**src/rtl/cache_mem_bridge_if.sv**
```systemverilog
// Cache-side request port and word-wide memory bus of the cache/memory bridge.
// slave = the bridge's view; master = the cache plus memory driving it.
interface cache_mem_bridge_if #(
   parameter int BLOCK_SIZE = 16
);
   logic                    req_re;
   logic                    req_we;
   logic [31:0]             req_addr;
   logic [BLOCK_SIZE*8-1:0] req_wdata;
   logic                    req_ready;
   logic                    req_done;
   logic [BLOCK_SIZE*8-1:0] req_rdata;
   logic                    mem_valid;
   logic                    mem_we;
   logic [31:0]             mem_addr;
   logic [31:0]             mem_wdata;
   logic                    mem_ready;
   logic [31:0]             mem_rdata;

   modport slave (
      input  req_re, req_we, req_addr, req_wdata, mem_ready, mem_rdata,
      output req_ready, req_done, req_rdata, mem_valid, mem_we, mem_addr, mem_wdata
   );

   modport master (
      output req_re, req_we, req_addr, req_wdata, mem_ready, mem_rdata,
      input  req_ready, req_done, req_rdata, mem_valid, mem_we, mem_addr, mem_wdata
   );
endinterface

```
**src/rtl/cache_mem_bridge.sv**
```systemverilog
// Splits one whole-block cache fill/writeback into ascending 32-bit beats
// and reassembles read beats into a block for the cache.
module cache_mem_bridge #(
   parameter int BLOCK_SIZE = 16
) (
   input logic               clk_i,
   input logic               rst_i,
   cache_mem_bridge_if.slave bus
);
   localparam int WORDS        = BLOCK_SIZE / 4;
   localparam int OFFSET_WIDTH = $clog2(BLOCK_SIZE);
   localparam int CNT_W        = (WORDS > 1) ? $clog2(WORDS) : 1;

   typedef enum logic {IDLE, BURST} state_t;

   state_t                 state_reg, state_next;
   logic [CNT_W-1:0]       cnt_reg, cnt_next, cnt_inc;
   logic [31:0]            base_reg, base_next;
   logic [WORDS-1:0][31:0] wblock_reg, wblock_next;
   logic [WORDS-1:0][31:0] rdata_reg, rdata_next;
   logic [WORDS-1:0][31:0] req_words;
   logic                   ready_reg, ready_next;
   logic                   done_reg, done_next;
   logic                   mem_valid_reg, mem_valid_next;
   logic                   mem_we_reg, mem_we_next;
   logic [31:0]            mem_addr_reg, mem_addr_next;
   logic [31:0]            mem_wdata_reg, mem_wdata_next;
   logic [31:0]            req_base;

   for (genvar gi = 0; gi < WORDS; gi++) begin : g_split
      assign req_words[gi] = bus.req_wdata[32*gi +: 32];
   end

   assign req_base = {bus.req_addr[31:OFFSET_WIDTH], {OFFSET_WIDTH{1'b0}}};
   assign cnt_inc  = cnt_reg + CNT_W'(1);

   always_ff @(posedge clk_i) begin
      if (rst_i) begin
         state_reg     <= IDLE;
         cnt_reg       <= '0;
         base_reg      <= '0;
         wblock_reg    <= '0;
         rdata_reg     <= '0;
         ready_reg     <= 1'b1;
         done_reg      <= 1'b0;
         mem_valid_reg <= 1'b0;
         mem_we_reg    <= 1'b0;
         mem_addr_reg  <= '0;
         mem_wdata_reg <= '0;
      end else begin
         state_reg     <= state_next;
         cnt_reg       <= cnt_next;
         base_reg      <= base_next;
         wblock_reg    <= wblock_next;
         rdata_reg     <= rdata_next;
         ready_reg     <= ready_next;
         done_reg      <= done_next;
         mem_valid_reg <= mem_valid_next;
         mem_we_reg    <= mem_we_next;
         mem_addr_reg  <= mem_addr_next;
         mem_wdata_reg <= mem_wdata_next;
      end
   end

   always_comb begin
      state_next     = state_reg;
      cnt_next       = cnt_reg;
      base_next      = base_reg;
      wblock_next    = wblock_reg;
      rdata_next     = rdata_reg;
      ready_next     = ready_reg;
      done_next      = 1'b0;
      mem_valid_next = mem_valid_reg;
      mem_we_next    = mem_we_reg;
      mem_addr_next  = mem_addr_reg;
      mem_wdata_next = mem_wdata_reg;

      case (state_reg)
         IDLE: begin
            if (bus.req_re || bus.req_we) begin
               // a write request wins when the cache raises both strobes
               state_next     = BURST;
               base_next      = req_base;
               wblock_next    = req_words;
               cnt_next       = '0;
               ready_next     = 1'b0;
               mem_valid_next = 1'b1;
               mem_we_next    = bus.req_we;
               mem_addr_next  = req_base;
               mem_wdata_next = req_words[0];
            end
         end
         BURST: begin
            if (mem_valid_reg && bus.mem_ready) begin
               if (!mem_we_reg) begin
                  rdata_next[cnt_reg] = bus.mem_rdata;
               end
               if (cnt_reg == CNT_W'(WORDS - 1)) begin
                  state_next     = IDLE;
                  cnt_next       = '0;
                  ready_next     = 1'b1;
                  done_next      = 1'b1;
                  mem_valid_next = 1'b0;
               end else begin
                  // block-aligned base, so the offset add never carries into the tag
                  cnt_next       = cnt_inc;
                  mem_addr_next  = base_reg + {{(30 - CNT_W){1'b0}}, cnt_inc, 2'b00};
                  mem_wdata_next = wblock_reg[cnt_inc];
               end
            end
         end
         default: state_next = IDLE;
      endcase
   end

   assign bus.req_ready = ready_reg;
   assign bus.req_done  = done_reg;
   assign bus.req_rdata = rdata_reg;
   assign bus.mem_valid = mem_valid_reg;
   assign bus.mem_we    = mem_we_reg;
   assign bus.mem_addr  = mem_addr_reg;
   assign bus.mem_wdata = mem_wdata_reg;
endmodule

```
**src/flat_wrapper.sv**
```systemverilog
// flat-port wrapper written by rule: the top's interface ports become plain ports
module cache_mem_bridge_flat 
#(
   parameter int BLOCK_SIZE = 16
)
  (clk_i, rst_i, bus_req_re, bus_req_we, bus_req_addr, bus_req_wdata, bus_mem_ready, bus_mem_rdata, bus_req_ready, bus_req_done, bus_req_rdata, bus_mem_valid, bus_mem_we, bus_mem_addr, bus_mem_wdata);
  cache_mem_bridge_if #(.BLOCK_SIZE(BLOCK_SIZE)) bus_i ();
  input logic clk_i;
  input logic rst_i;
  input wire logic [$bits(bus_i.req_re)-1:0] bus_req_re;
  input wire logic [$bits(bus_i.req_we)-1:0] bus_req_we;
  input wire logic [$bits(bus_i.req_addr)-1:0] bus_req_addr;
  input wire logic [$bits(bus_i.req_wdata)-1:0] bus_req_wdata;
  input wire logic [$bits(bus_i.mem_ready)-1:0] bus_mem_ready;
  input wire logic [$bits(bus_i.mem_rdata)-1:0] bus_mem_rdata;
  output wire logic [$bits(bus_i.req_ready)-1:0] bus_req_ready;
  output wire logic [$bits(bus_i.req_done)-1:0] bus_req_done;
  output wire logic [$bits(bus_i.req_rdata)-1:0] bus_req_rdata;
  output wire logic [$bits(bus_i.mem_valid)-1:0] bus_mem_valid;
  output wire logic [$bits(bus_i.mem_we)-1:0] bus_mem_we;
  output wire logic [$bits(bus_i.mem_addr)-1:0] bus_mem_addr;
  output wire logic [$bits(bus_i.mem_wdata)-1:0] bus_mem_wdata;
  assign bus_i.req_re = bus_req_re;
  assign bus_i.req_we = bus_req_we;
  assign bus_i.req_addr = bus_req_addr;
  assign bus_i.req_wdata = bus_req_wdata;
  assign bus_i.mem_ready = bus_mem_ready;
  assign bus_i.mem_rdata = bus_mem_rdata;
  assign bus_req_ready = bus_i.req_ready;
  assign bus_req_done = bus_i.req_done;
  assign bus_req_rdata = bus_i.req_rdata;
  assign bus_mem_valid = bus_i.mem_valid;
  assign bus_mem_we = bus_i.mem_we;
  assign bus_mem_addr = bus_i.mem_addr;
  assign bus_mem_wdata = bus_i.mem_wdata;
  cache_mem_bridge #(.BLOCK_SIZE(BLOCK_SIZE)) u_core (.clk_i(clk_i), .rst_i(rst_i), .bus(bus_i));
endmodule
```
**config.mk**
```make
export PLATFORM = sky130hd
export DESIGN_NAME = cache_mem_bridge_flat
export DESIGN_NICKNAME = d
export VERILOG_FILES = /design/src/rtl/cache_mem_bridge_if.sv /design/src/rtl/cache_mem_bridge.sv /design/src/flat_wrapper.sv
export SDC_FILE = /design/constraint.sdc
export NUM_CORES = 1
export LEC_CHECK = 0
export BUFFER_PORTS_ARGS = -buffer_cell sky130_fd_sc_hd__buf_2
export CAP_MARGIN = 0
export CORE_UTILIZATION = 47
export DETAILED_ROUTE_END_ITERATION = 8
export GPL_TIMING_DRIVEN = 0
export PLACE_DENSITY = 0.76
export SETUP_SLACK_MARGIN = 0.3
export SYNTH_ARGS = -nofsm -noshare
export SYNTH_HDL_FRONTEND = slang
export SYNTH_SLANG_ARGS = --single-unit
```
**constraint.sdc**
```tcl
create_clock -name clk_i -period 2.3 [get_ports clk_i]
set_input_delay 0.46 -clock clk_i [delete_from_list [all_inputs] [get_ports clk_i]]
set_output_delay 0.46 -clock clk_i [all_outputs]
set_load 0.05 [all_outputs]
```
After elaboration in Yosys (flattened, before gate mapping)
Index checks and enable logic that the tools add are counted.
Word-level totals
  input port bits: 197
  output and inout bits: 196
  word-level logic and storage cells: 69
  flip-flop bits (word level): 355
Cells by class
  multiplexer cells: 30
  $add $sub $neg: 2
  bitwise operators: 3
  equal/unequal tests: 5
  order comparisons: 3
  reductions and logical operators: 9
Operator list (number)
  2-to-1 mux 32 bit: 8
  bitwise mux 128 bit: 1
  one-hot mux 32 bit (2 select lines): 2
  binary-select mux 32 bit (select 2 bit): 1
  demux 32 bit (select 2 bit): 1
  adder 32 x 4 -> 32 bit: 1
  2-to-1 mux 1 bit: 10
  AND reduction 3 bit: 3
  less-than comparator 2 x 3 -> 1 bit (second input constant): 2
  2-to-1 mux 2 bit: 3
  inequality test 2 bit (second input constant): 3
  one-hot mux 1 bit (2 select lines): 3
  one-hot mux 2 bit (2 select lines): 1
  AND reduction 2 bit: 2
  NOT 1 bit: 3
  OR reduction 3 bit: 1
  adder 2 x 1 -> 2 bit (second input constant): 1
  == test 2 bit (second input constant): 1
  greater-or-equal comparator 2 x 1 -> 1 bit (second input constant): 1
  logical AND 1 bit: 2
  inequality test 2 x 1 -> 1 bit (second input constant): 1
  logical OR 1 bit: 1

Depth between registers and ports, before layout
  depth after elaboration: 6
  gate-level depth with buffers: 9
  depth with buffers taken out: 5

Worst setup path before layout
No wires, ideal clock.
  path kind: register to register
  start: register u_core.cnt_reg[0]
  end: register u_core.mem_wdata_reg[0], in the netlist u_core.bus.mem_wdata[0]
  arrival: 2.013 ns
  setup time: 0.139 ns
  required time: 2.161 ns
  period minus slack after synthesis: 2.151 ns
  setup slack: 0.149 ns
  path buffers: 4
  stages on the path, launching flop included: 10
  path through: dfxtp_1 -> buf_6 -> buf_2 -> inv_2 -> ha_1 -> and2_1 -> clkbuf_1 -> buf_2 -> a222oi_1 -> a211oi_2
Between the ends
  cells in the longest elaborated chain, start to end: 6
  elaborated cells between the ends (all ways): 9
  those cells by class: add/sub (1); eq/ne (2); mux (5); reduce/logical (1)
Ends and longest elaborated chain
  start: declaration: RTL line cache_mem_bridge.sv:17  | logic [CNT_W-1:0] cnt_reg, cnt_next, cnt_inc;
  start signal: assignment: RTL line cache_mem_bridge.sv:52  | cnt_reg <= cnt_next;
  adder 2 x 1 -> 2 bit: RTL line cache_mem_bridge.sv:35  | assign cnt_inc = cnt_reg + CNT_W'(1);
  binary-select mux 32 bit (select 2 bit): RTL line cache_mem_bridge.sv:108  | mem_wdata_next = wblock_reg[cnt_inc];
  2-to-1 mux 32 bit (implied by the code): RTL line cache_mem_bridge.sv:108
  2-to-1 mux 32 bit: RTL line cache_mem_bridge.sv:98  | if (cnt_reg == CNT_W'(WORDS - 1)) begin
  2-to-1 mux 32 bit: RTL line cache_mem_bridge.sv:94  | if (mem_valid_reg && bus.mem_ready) begin
  one-hot mux 32 bit (2 select lines): RTL line cache_mem_bridge.sv:78  | case (state_reg)
  end signal: assignment: RTL line cache_mem_bridge.sv:61  | mem_wdata_reg <= mem_wdata_next;
  end: declaration: RTL line cache_mem_bridge.sv:27  | logic [31:0] mem_wdata_reg, mem_wdata_next;
Several ways; a longest one is shown, not always the timed one. The select of a mux whose other input is x is not followed.
A chain may end at the register's enable or synchronous reset.

Worst setup path after layout
Ends and elaborated chain as after synthesis.

==> run summary <==
The flow ran to the end, and the final reports show no timing, DRC or antenna violations. The per-instance average area after synthesis was 8.58 um2. The count of buffers added on input and output ports is 385. The share of the synthesized netlist area taken by xor and xnor gates is 0. The adder and majority cell fraction of the synthesized area is 0.00437, and the total DRC errors in the routed layout is 0. The post-synthesis sequential area ratio is 0.493, and the total placed cells including tap cells is 2446. Across the run, the number of max-cap violations was 0. For the number of vias after detailed routing, the log shows 14663. The shortest clock period the worst path allows after layout is 2.08 ns. Entering global routing, the biggest net connects 15 pins.

Counting flops with a built-in enable in the synthesized netlist gives 0. Fraction of synthesis flops using an asynchronous set or reset pin: 0. Horizontal die dimension: 177 um. Derived from the worst setup path, the maximum achievable clock frequency is 0.480 GHz. The count of nets left with antenna violations after detail routing was 0.

The library cell used most frequently in the layout, excluding fill and tap cells, is sky130_fd_sc_hd__buf_2. Dividing the detail-routed via count by the number of cells gives 5.80. CTS placed an instance of sky130_fd_sc_hd__clkbuf_16 at the clock tree root. The CTS buffer count is 38. By area, the combinational part of the netlist is dominated by compound AO/OA/AOI/OAI gates.

Overall power consumption after layout is estimated at 14.9 mW. The final layout contains routed wiring with a total length of 50100 um. Counting every sink on the clock net gives 353. The worst path meets setup with 0.218 ns of slack.

The final hold violation count was 0; the flop and latch count out of synthesis was 353. Of all nets on the critical path, the largest fanout is 5. Leaving out fill and tap cells, the most frequent cells in the layout are sky130_fd_sc_hd__buf_2 (461), sky130_fd_sc_hd__dfxtp_1 (352), sky130_fd_sc_hd__nand2_1 (315). Clock-pin slew was measured on the worst setup and hold paths at 0.06 ns. The die boundary height was 177 um; the area of the mapped netlist was 14300 um2. The worst-skew pair later-pin latency is 0.52 ns, and the count of filler cells inserted in the layout is 2595.

The tools report the aggregate global-route resource usage as 0.306. The netlist uses 39 different library cells. The area of the core was 29800 um2. Setup repair after global routing could not meet its margin everywhere.

After detailed placement, the total cell area comes to 16800 um2. For this design the static power due to leakage is 7.67 nW. The tools report the buffer levels on the longest clock path as 3. After the last flow step, the layout net total stands at 2309.

The number of slew-limit violations in the final report is 0, and the worst slack at placement is -0.238 ns. For the number of global-route vias before repair, the log shows 14021. Most used flip-flop cell after synthesis: sky130_fd_sc_hd__dfxtp_1. The start-to-end type of the worst setup path was reg -> reg. Once layout is done, the placed cells without fillers occupy 18200 um2. The H-tree generated during clock tree synthesis spans 2 levels. The worst relative slew slack came out at 0.490.

The floorplan step defined a die boundary enclosing 31200 um2. The tools report the nature of the critical path endpoint as a flop. The tools report the setup violation total in the final timing report as 0.

The tools report the number of buffers added to fix hold violations after cts as 0. Data arrives at the worst endpoint at 2.46 ns. 393 I/O pins were placed. The critical path startpoint category is a flop. The length of the first detailed-routing pass in iterations was 8; the hold slack was 0.173 ns.

The placed wire-length estimate was 37100 um; the starting density of the core was 0.481. The run gives 0.612 as the post-route core utilization. The complex-gate fraction of the synthesized area is 0.211. In this run the worst hold path is classified as in -> reg. The run gives 0.0175 ns as the setup clock skew after layout. At the pin with the least slew margin, the transition time is 0.764 ns.

The mean routed wirelength per cell works out to 19.8 um. For this block, the initial DRC count from the detailed router was 1354. STA puts the critical path data required time at 2.68 ns.

The global-route wire length before repair is 75000 um, and the maximum resistive drop on vdd is 530 uV. The share of the clock period used by the worst path after layout was 0.905; the setup TNS was 0 ns. The share of final-layout standard cells stronger than drive strength 1 was 0.289; the area growth from synthesis to layout was 27.3%. Synthesis produced a netlist whose cell count is 1670. Global routing finished with a remaining overflow of 0. Final cell count without fillers: 2529. The total power density per cell area was 817 nW/um2.

The initial antenna violation count is 7. For this run, the number of Yosys warnings is 0. The last weighted congestion value of the routability-driven placer was 0.903. TritonCTS built the clock tree. The simple-gate portion of the synthesized area is 0.157. After floorplanning, the core was divided into 63 placement rows. The fraction of synthesized area in multiplexers is 0.0745.
-- Yosys cell counts (2+ instances only) --
cell                       count  area [um2]
sky130_fd_sc_hd__a21oi_1     289        1450
sky130_fd_sc_hd__nor3_1       62         310
sky130_fd_sc_hd__buf_6         4        45.0
sky130_fd_sc_hd__and4b_1       2        20.0
sky130_fd_sc_hd__nand3b_1      2        15.0
sky130_fd_sc_hd__dfxtp_1     353        7070
sky130_fd_sc_hd__nand2_1     315        1180
sky130_fd_sc_hd__nand3_1     133         666
sky130_fd_sc_hd__nor2_1        2        7.51
sky130_fd_sc_hd__a211oi_2     22         275
sky130_fd_sc_hd__buf_2        78         390
sky130_fd_sc_hd__inv_1         5        18.8
sky130_fd_sc_hd__ha_1          5        62.6
sky130_fd_sc_hd__buf_1        14        52.6
sky130_fd_sc_hd__a222oi_1     31         310
sky130_fd_sc_hd__mux2_1       42         473
sky130_fd_sc_hd__a211oi_1     38         285
sky130_fd_sc_hd__mux2i_1      29         290
sky130_fd_sc_hd__buf_4        13        97.6
sky130_fd_sc_hd__mux2_2        7        78.8
sky130_fd_sc_hd__clkbuf_1     65         244
sky130_fd_sc_hd__inv_2         2        7.51
sky130_fd_sc_hd__o21ai_1     120         601
sky130_fd_sc_hd__mux2_4       15         225
sky130_fd_sc_hd__o21ai_0       8        40.0
-- critical path: stages (launching register included) --
cell                       delay (ns)
sky130_fd_sc_hd__dfxtp_4         0.35
sky130_fd_sc_hd__buf_8           0.12
sky130_fd_sc_hd__buf_12          0.12
sky130_fd_sc_hd__clkinv_8        0.04
sky130_fd_sc_hd__ha_4            0.20
sky130_fd_sc_hd__and2_4          0.14
sky130_fd_sc_hd__buf_8           0.12
sky130_fd_sc_hd__buf_6           0.12
sky130_fd_sc_hd__a222oi_1        0.58
sky130_fd_sc_hd__a211oi_2        0.15
-- cell families (layout without fill, tap and decap cells) --
family / count (synthesis) / in the layout
and+or+nand+nor: 522 / 522
AOI/OAI and AO/OA: 515 / 515
DFF: 353 / 353
buffers and inverters: 181 / 641
muxes: 93 / 93
adders and majority gates: 5 / 5
other: 1 / 10
-- layout make-up --
class / count / area (um2) / share of cell area
Antenna cell: 8 / 20.0 / 0.00110
Buffer: 174 / 916 / 0.0502
Tap cell: 390 / 488 / 0.0268
Timing Repair Buffer: 396 / 2030 / 0.111
Clock inverter: 10 / 136 / 0.00748
Clock buffer: 54 / 1110 / 0.0610
Multi-Input combinational cell: 1137 / 6430 / 0.353
Inverter: 7 / 38.8 / 0.00213
Sequential cell: 353 / 7070 / 0.388
-- layer usage --
metal / part of all wire / track usage
met1: 0.41 / 0.393
met2: 0.45 / 0.483
met3: 0.088 / 0.0607
met4: 0.057 / 0.169
met5: 0.00030 / 0
-- final timing paths --
kind / startpoint / slack [ns] / endpoint / cells after the start
hold / removal: bus_req_wdata[43] / 0.17 / u_core.wblock_reg[43]$_SDFFE_PP0P_ / 3
setup reg to reg: u_core.cnt_reg[0]$_SDFFE_PP0P_ / 0.22 / u_core.bus.mem_wdata[0]$_SDFFE_PP0P_ / 9
setup / recovery: u_core.cnt_reg[0]$_SDFFE_PP0P_ / 0.22 / u_core.bus.mem_wdata[0]$_SDFFE_PP0P_ / 9
hold reg to reg: u_core.wblock_reg[107]$_SDFFE_PP0P_ / 0.45 / u_core.wblock_reg[107]$_SDFFE_PP0P_ / 2
-- power breakdown --
| part | leakage [nW] | internal (mW) | switching [mW] |
|---|---|---|---|
| combinational | 4.18 | 0.677 | 1.45 |
| clock | 0.606 | 3.70 | 2.49 |
| sequential | 2.89 | 6.42 | 0.168 |
| total | 7.67 | 10.8 | 4.11 |
-- timing repair --
| action | in CTS | in global routing |
|---|---|---|
| gates resized for setup | 22 | 27 |
| cloned | 0 | 1 |
| endpoints found under the setup margin | 91 | 106 |
| buffers inserted | 7 | 3 |
| pin swaps | 7 | 12 |
| hold endpoints to repair | 0 | 0 |
(Power assumes the default switching activity.)
